## src/rtl/uart_msg_ctrl.sv

```systemverilog
// UART transmit-side controller: echoes received bytes through a FIFO (loopback)
// or streams a fixed message ROM, pacing every byte on the transmitter's busy flag.
module uart_msg_ctrl #(
  parameter int                          DATA_W     = 8,
  parameter int                          MSG_LEN    = 12,
  parameter logic [MSG_LEN*DATA_W-1:0]   MSG        = "Hello FPGA\r\n",
  parameter int                          FIFO_DEPTH = 16,
  parameter int                          GAP_CYCLES = 160
) (
  input  logic                          clk_uart,
  input  logic                          reset_n,
  input  logic [1:0]                    mode,
  input  logic                          trigger,
  input  logic                          clr_ovf,
  input  logic [DATA_W-1:0]             rxdata,
  input  logic                          rxdata_ok,
  input  logic                          tx_busy,
  output logic [DATA_W-1:0]             txdata,
  output logic                          dataok,
  output logic [$clog2(FIFO_DEPTH):0]   fifo_count,
  output logic                          overflow,
  output logic                          msg_done,
  output logic [2:0]                    dbg_state
);

  localparam int              AW       = $clog2(FIFO_DEPTH);
  localparam int              CW       = AW + 1;
  localparam int              GW       = $clog2(GAP_CYCLES) + 1;
  localparam logic [7:0]      LAST_IDX = 8'(MSG_LEN - 1);
  localparam logic [GW-1:0]   GAP_LOAD = GW'(GAP_CYCLES - 1);

  typedef enum logic [2:0] {
    S_IDLE      = 3'd0,
    S_SEND      = 3'd1,
    S_WAIT_BUSY = 3'd2,
    S_WAIT_IDLE = 3'd3,
    S_GAP       = 3'd4
  } state_t;

  state_t              state_q;
  logic [DATA_W-1:0]   txdata_q;
  logic                dataok_q;
  logic                msg_done_q;
  logic [7:0]          msg_idx_q;
  logic [GW-1:0]       gap_cnt_q;
  logic                is_msg_q;
  logic                is_rep_q;

  logic [DATA_W-1:0]   mem_q [FIFO_DEPTH];
  logic [AW-1:0]       wr_ptr_q;
  logic [AW-1:0]       rd_ptr_q;
  logic [CW-1:0]       count_q, count_d;
  logic                ovf_q, ovf_d;
  logic                fifo_full, fifo_empty, pop, push;

  // Byte 0 of the message is the leftmost byte of MSG.
  function automatic logic [DATA_W-1:0] msg_byte(input logic [7:0] idx);
    logic [MSG_LEN*DATA_W-1:0] sh;
    sh = MSG << (int'(idx) * DATA_W);
    return sh[MSG_LEN*DATA_W-1 -: DATA_W];
  endfunction

  assign fifo_full  = (count_q == CW'(FIFO_DEPTH));
  assign fifo_empty = (count_q == '0);
  // A new byte is only launched once the transmitter reports idle.
  assign pop  = (state_q == S_IDLE) && !tx_busy && (mode == 2'd0) && !fifo_empty;
  assign push = rxdata_ok && (!fifo_full || pop);

  always_comb begin
    count_d = count_q;
    if (push && !pop)      count_d = count_q + CW'(1);
    else if (pop && !push) count_d = count_q - CW'(1);
    ovf_d = (ovf_q && !clr_ovf) || (rxdata_ok && !push);
  end

  always_ff @(posedge clk_uart or negedge reset_n) begin
    if (!reset_n) begin
      wr_ptr_q <= '0;
      rd_ptr_q <= '0;
      count_q  <= '0;
      ovf_q    <= 1'b0;
    end else begin
      if (push) wr_ptr_q <= wr_ptr_q + AW'(1);
      if (pop)  rd_ptr_q <= rd_ptr_q + AW'(1);
      count_q <= count_d;
      ovf_q   <= ovf_d;
    end
  end

  // Storage needs no reset: occupancy is governed entirely by the pointers.
  always_ff @(posedge clk_uart) begin
    if (push) mem_q[wr_ptr_q] <= rxdata;
  end

  // Handshake: dataok is a one-cycle strobe with txdata valid; txdata then stays
  // stable until tx_busy has been seen high and has fallen back low again.
  always_ff @(posedge clk_uart or negedge reset_n) begin
    if (!reset_n) begin
      state_q    <= S_IDLE;
      txdata_q   <= '0;
      dataok_q   <= 1'b0;
      msg_done_q <= 1'b0;
      msg_idx_q  <= '0;
      gap_cnt_q  <= '0;
      is_msg_q   <= 1'b0;
      is_rep_q   <= 1'b0;
    end else begin
      dataok_q   <= 1'b0;
      msg_done_q <= 1'b0;
      case (state_q)
        S_IDLE: begin
          if (pop) begin
            txdata_q <= mem_q[rd_ptr_q];
            dataok_q <= 1'b1;
            is_msg_q <= 1'b0;
            state_q  <= S_SEND;
          end else if (!tx_busy && mode == 2'd1) begin
            txdata_q <= msg_byte(msg_idx_q);
            dataok_q <= 1'b1;
            is_msg_q <= 1'b1;
            is_rep_q <= 1'b1;
            state_q  <= S_SEND;
          end else if (!tx_busy && mode == 2'd2 && trigger) begin
            msg_idx_q <= '0;
            txdata_q  <= msg_byte(8'd0);
            dataok_q  <= 1'b1;
            is_msg_q  <= 1'b1;
            is_rep_q  <= 1'b0;
            state_q   <= S_SEND;
          end
        end
        S_SEND:      state_q <= S_WAIT_BUSY;
        S_WAIT_BUSY: if (tx_busy) state_q <= S_WAIT_IDLE;
        S_WAIT_IDLE: begin
          if (!tx_busy) begin
            if (!is_msg_q) begin
              state_q <= S_IDLE;
            end else if (msg_idx_q != LAST_IDX) begin
              msg_idx_q <= msg_idx_q + 8'd1;
              txdata_q  <= msg_byte(msg_idx_q + 8'd1);
              dataok_q  <= 1'b1;
              state_q   <= S_SEND;
            end else begin
              msg_done_q <= 1'b1;
              msg_idx_q  <= '0;
              if (is_rep_q) begin
                gap_cnt_q <= GAP_LOAD;
                state_q   <= S_GAP;
              end else begin
                state_q <= S_IDLE;
              end
            end
          end
        end
        S_GAP: begin
          if (gap_cnt_q == '0) state_q <= S_IDLE;
          else                 gap_cnt_q <= gap_cnt_q - GW'(1);
        end
        default: state_q <= S_IDLE;
      endcase
    end
  end

  assign txdata     = txdata_q;
  assign dataok     = dataok_q;
  assign fifo_count = count_q;
  assign overflow   = ovf_q;
  assign msg_done   = msg_done_q;
  assign dbg_state  = state_q;

endmodule

```

## config.mk

```make
export PLATFORM = sky130hd
export DESIGN_NAME = uart_msg_ctrl
export DESIGN_NICKNAME = d
export VERILOG_FILES = /design/src/rtl/uart_msg_ctrl.sv
export SDC_FILE = /design/constraint.sdc
export NUM_CORES = 1
export LEC_CHECK = 0
export BUFFER_PORTS_ARGS = -buffer_cell sky130_fd_sc_hd__buf_2
export CORE_MARGIN = 5
export CORE_UTILIZATION = 50
export CTS_CLUSTER_SIZE = 12
export DETAILED_ROUTE_END_ITERATION = 12
export GPL_ROUTABILITY_DRIVEN = 0
export GPL_TIMING_DRIVEN = 0
export MAX_ROUTING_LAYER = met4
export PLACE_DENSITY = 0.67
export SETUP_SLACK_MARGIN = 0.15
export SLEW_MARGIN = 10
export SYNTH_ARGS = -nofsm -noshare
export SYNTH_HDL_FRONTEND = slang
export SYNTH_SLANG_ARGS = --single-unit
```

## constraint.sdc

```tcl
create_clock -name clk_uart -period 7.4 [get_ports clk_uart]
set_input_delay 0.74 -clock clk_uart [delete_from_list [all_inputs] [get_ports clk_uart]]
set_output_delay 0.74 -clock clk_uart [all_outputs]
set_load 0.005 [all_outputs]
```

# == Word-level counts from Yosys, hierarchy flattened ==
# Memory sizes are Yosys's and may differ from the RTL's.
# Index checks and enable logic that the tools add are counted.
# totals
regBits,46
ram_bits,128
input_bits,16
out_inout_bits,19
elab_cells,126
mem_count,1
# memory_table
memory,words,word_bits,read_ports,rd_ports_with_merged_regs,wr,line,rtl
mem_q,16,8,1,0,1,49,logic [DATA_W-1:0] mem_q [FIFO_DEPTH];
# classes
n_addsub,6
n_eq_ne,20
n_shift,2
mux,50
n_bitwise,1
reduce_logical,34
# ops
op,count
$shl 95x11->96 const A,2
$mux 8,12
$mux 9,5
$pmux 8 s2,2
$mux 3,9
$ne 2x2->1 const B,10
$pmux 9 s2,1
$mux 1,17
$pmux 3 s5,1
$reduce_and 6->1,2
$logic_and 1x1->1,11
$mux 5,2
$logic_not 9->1,1
$sub 9x1->9 const B,1
$add 4x1->4 const B,2
$add 8x1->8 const B,1
$ne 8x4->1 const B,1
$reduce_bool 2->1,4
$eq 3x2->1 const B,2
$logic_not 1->1,6
$add 5x1->5 const B,1
$eq 5x5->1 const B,1
$logic_not 5->1,1
$reduce_and 5->1,1
16 further kinds,17

# == Depth between registers and ports, before layout ==
# depth
word_depth,10
ltp_mapped,13

# == Worst setup path before layout ==
# Ideal clock, no wire load.
# synth_timing
path_kind,input port to flip-flop
start,input port mode[1]
end,"register count_q[4], in the netlist fifo_count[4]"
arrival_time_ps,2997
t_required_ps,7320
setup_slack_ps,4323
path_stages,12
path_cell_list,nor4_1 -> a211o_1 -> nand2_1 -> inv_2 -> ha_1 -> inv_1 -> ha_1 -> nor2b_1 -> o21a_1 -> or3_1 -> a21oi_1 -> xnor2_1
# synth_via
elab_chain_len,8
word_cells_on_any_way,11
# synth_lines
item,line,rtl
start: declaration,12,"input logic [1:0] mode,"
$logic_not 2->1 *,66,assign pop = (state_q == S_IDLE) && !tx_busy && (mode == 2'd0) && !fifo_empty;
$logic_and 1x1->1 * (2 in series),66,
$logic_or 1x1->1 *,67,assign push = rxdata_ok && (!fifo_full || pop);
$logic_and 1x1->1 *,67,
net push,54,"logic fifo_full, fifo_empty, pop, push;"
$logic_not 1->1,72,else if (pop && !push) count_d = count_q - CW'(1);
$logic_and 1x1->1,72,
$reduce_bool 2->1 (no source line),-,
end signal: assignment,85,count_q <= count_d;
end: declaration,52,"logic [CW-1:0] count_q, count_d;"
# The timed path passes the listed nets; every way through them passes the cells marked *.
# A chain may end at the register's enable or synchronous reset.

# == Worst setup path after layout ==
# layout_timing
start,"register count_q[1], in the netlist fifo_count[1]"
end,"register count_q[4], in the netlist fifo_count[4]"
# layout_via
elab_chain_len,8
word_cells_on_any_way,16
# layout_lines
item,line,rtl
$logic_not 5->1,64,assign fifo_empty = (count_q == '0);
$logic_not 1->1,66,
$logic_and 1x1->1,66,
$logic_or 1x1->1 *,67,
$logic_and 1x1->1 *,67,
net push,54,
$logic_not 1->1,72,
$logic_and 1x1->1,72,
$reduce_bool 2->1 (no source line),-,
# The timed path passes the listed nets; every way through them passes the cells marked *. The select of a mux whose other input is x is not followed.

==> summary.md <==
| Metric | Value |
|---|---|
| Via count | `around 5.1k` |
| Post-synthesis compound-gate area fraction | `between 8 and 9%` |
| Largest net degree at the start of global routing | `47` |
| Largest family of logic cells by synthesized area | `multiplexers` |
| Final nets | `around 660` |
| Yosys warns | `0` |
| Post-synth EDFFs | `roughly 130` |
| CP Data Arrival Time | `just under 4000 ps` |
| Drt wl/cell | `about 21 um` |
| RSZ-0062 raised after global routing | `no` |
| DP Wirelength | `between 10,000 and 15,000 um` |
| Yosys reg bits | `approximately 170` |
| Min Tclk post-route | `between 3000 and 4000 ps` |
| Critical Path End Type | `flip-flop` |
| Total GRT Usage | `slightly above 20%` |
| # clock sinks | `around 170` |
| CTS buffer count | `17` |
| Ys async rst share | `26.4%` |
| Cell mode on critical path | `ha_1` |
| Crit-path max cell delay | `approximately 600 ps` |
| H-tree levels | `4` |
| TritonRoute pass-1 iters | `5` |
| Most common flop cell mapped by yosys | `edfxtp_1` |
| Row cnt | `between 40 and 50` |
| DR vias/cell | `~6.0` |
| PwrDens | `about 350 nW/um2` |
| Syn avg cell area | `roughly 14 um2` |
| Register area share after synthesis | `62.2%` |
| Fin. Hold Viols | `0` |
| Clock-pin slew on the worst setup and hold paths | `around 80 ps` |
| Crit path kind | `reg -> reg` |
| Final WS setup | `3900 ps` |
| Final Max Slew Viols | `0` |
| Antenna Nets Post-Route | `0` |
| Status | `complete, no violations` |
| Chip width | `137 um` |
| Critical path, cell by cell | `or4_1 -> a211o_1 -> nand2_1 -> inv_2 -> ha_1 -> inv_1 -> ha_1 -> nor2b_1 -> o21a_1 -> or3_1 -> a21oi_1 -> xnor2_1` |
| Antenna cells | `0` |
| Fin crit share | `a little under half` |
| Least-Margin Pin Slew | `between 1000 and 1500 ps` |
| Register share of total power | `between 30% and 40%` |
| Setup_tns | `0 ps` |
| Final Setup Violations | `0` |
| Clk_skew | `between 10 and 15 ps` |
| Commonest non-fill, non-tap cells in the layout | `edfxtp_1 (128), dfrtp_1 (46), buf_2 (39)` |
| Mux cell area share after synthesis | `between 10% and 20%` |
| Worst slew margin | `between 20% and 30%` |
| Post-synthesis simple-gate area fraction | `a little over a tenth` |
| Die Footprint | `roughly 19,000 um2` |
| Clk pwr share | `between 20% and 30%` |
| Sw Pwr | `approximately 0.0011 W` |
| Initial antenna violation count | `0` |
| Syn Inst Count | `around 570` |
| Combinational Power Share | `between 30% and 40%` |
| Post-CTS Setup Bufs | `0` |
| Slowest CP cell | `or4_1` |
| Yosys cell types | `73` |
| Port buffer count | `34` |
| TritonCTS clock tree | `built` |
| Final std cells w/o fill | `between 800 and 900` |
| Synth Cell Area | `approximately 8000 um2` |
| Share of post-route cells with drive strength above 1 | `between 20 and 25%` |
| Vias in the first global route | `between 4k and 5k` |
| Final wirelength | `~18,000 um` |
| Max clock buf depth | `2` |
| Pre-CTS setup slack | `approximately 3700 ps` |
| First-pass GRT wire length | `27,500 um` |
| Cell count after placement | `about 820` |
| Clock insertion delay at the later pin of the skew report | `430 ps` |
| Die height | `approximately 140 um` |
| Switching share of total power | `about a third` |
| Max Clk Rate | `286 MHz` |
| Adder-cell share of the synthesized area | `2.28%` |
| Max FO, Critical Path | `8` |
| Max cap viols | `0` |
| Hold_buf cts | `0` |
| Net count after synthesis | `a little under 600` |
| CTS root buf | `clkbuf_16` |
| Post-Synth XOR/XNOR Area | `between 1.5 and 2%` |
| HP Class | `in -> async` |
| DRT iter0 DRCs | `about 520` |
| Worst VDD drop | `around 0.00019 V` |
| Core area | `about 16,000 um2` |
| Residual DRC | `0` |
| Leading cell type in the layout, fill and taps excluded | `edfxtp_1` |
| Post-CTS resize count | `0` |
| Critical Path RT | `around 7800 ps` |
| Internal power | `around 0.0021 W` |
| GRT overflow | `0` |
| Starting Density | `between 50% and 60%` |
| Layout overhead on the synthesized area | `14.6%` |
| Startpoint Class | `flip-flop` |
| Ports | `35` |
| LEAKAGE | `around 3.3 nW` |
## cells in the mapped netlist, drive strengths merged (7+ instances only)
library cell	number	share of area [%]
inv	24	1.1
dfrtp	46	14
buf	9	0.78
xnor2	11	1.2
and3	8	0.64
clkbuf	26	1.2
nand3	11	0.69
nor4	7	0.55
nand2b	7	0.55
nand4	9	0.70
ha	13	2.0
xor2	7	0.76
o21ai	25	1.6
a21oi	16	1.0
nand2	32	1.5
edfxtp	128	48
mux4	35	9.8
mux2i	11	1.4
a31oi	10	0.78
nor3	11	0.83
nor2b	7	0.55
and2	8	0.67
nor2	33	1.6
## metrics by stage
step	utilization (%)	instance area [um2]	total power (W)	hold slack, ps
detailed placement	54.2	8570	0.00228	509
floorplan	-	8030	0.00197	444
finish	58.1	9200	0.00320	490
global route	58.1	9200	0.00336	486
global placement	53.5	8470	0.00222	486
CTS	58.1	9200	0.00321	480
## power groups by stage
stage | Combinational, W | Clock, W | Sequential (W)
global placement | 0.000936 | 0 | 0.00128
detailed placement | 0.000991 | 0 | 0.00129
floorplan | 0.000695 | 0 | 0.00127
finish | 0.00100 | 0.000922 | 0.00127
global route | 0.00110 | 0.000981 | 0.00128
CTS | 0.00100 | 0.000936 | 0.00127
## state kept, by name, indices dropped and copies added (netlist names)
name,count
dataok,1
dbg_state,3
fifo_count,5
gap_cnt_q,9
is_msg_q,1
is_rep_q,1
mem_q,128
msg_done,1
msg_idx_q,8
overflow,1
rd_ptr_q,4
txdata,8
wr_ptr_q,4
## logic make-up (layout without fill, tap and decap cells)
family	count (synthesis)	count (layout)
xor gates and xnor gates	18	18
DFF	174	174
buffers and inverters	59	133
and+or+nand+nor	157	157
muxes	47	47
adders and majority gates	14	14
AOI/OAI and AO/OA	97	97
## per-layer routing
| layer | part of all wire, % | track usage (%) | up-vias |
|---|---|---|---|
| met4 | 1.8 | 6.16 | 0 |
| li1 | - | - | 2301 |
| met2 | 52 | 34.4 | 182 |
| met5 | 0 | - | - |
| met3 | 5.0 | 3.79 | 48 |
| met1 | 41 | 25.4 | 2592 |
## layout make-up
class | count | area [um2]
Fill cell | 1239 | 6630
Sequential cell | 174 | 4990
Multi-Input combinational cell | 333 | 2830
Clock buffer | 17 | 425
Tap cell | 216 | 270
Timing Repair Buffer | 42 | 230
Clock inverter | 15 | 204
Buffer | 35 | 160
Inverter | 24 | 90.1
## critical path, delay by kind of cell, from the launching register on
| kind | cells | cell delay (ps) |
|---|---|---|
| XOR/XNOR | 1 | 130 |
| flip-flops | 1 | 430 |
| buffers and inverters | 2 | 300 |
| adder cells (fa/ha/maj) | 2 | 540 |
| AO/OA/AOI/OAI | 3 | 690 |
| AND/OR/NAND/NOR | 4 | 1330 |
## worst paths after layout
kind	from	end	slack (ps)	depth (start not counted)
worst min register to register	gap_cnt_q[0]	gap_cnt_q[0]	510	1
max in group asynchronous	reset_n	rd_ptr_q[1]	6270	1
worst max register to register	fifo_count[1]	fifo_count[4]	3900	12
worst min-delay path	reset_n	msg_idx_q[7]	490	1
worst max-delay path	fifo_count[1]	fifo_count[4]	3900	12
min in group clk_uart	clr_ovf	overflow	490	2
(Power assumes the default switching activity.)
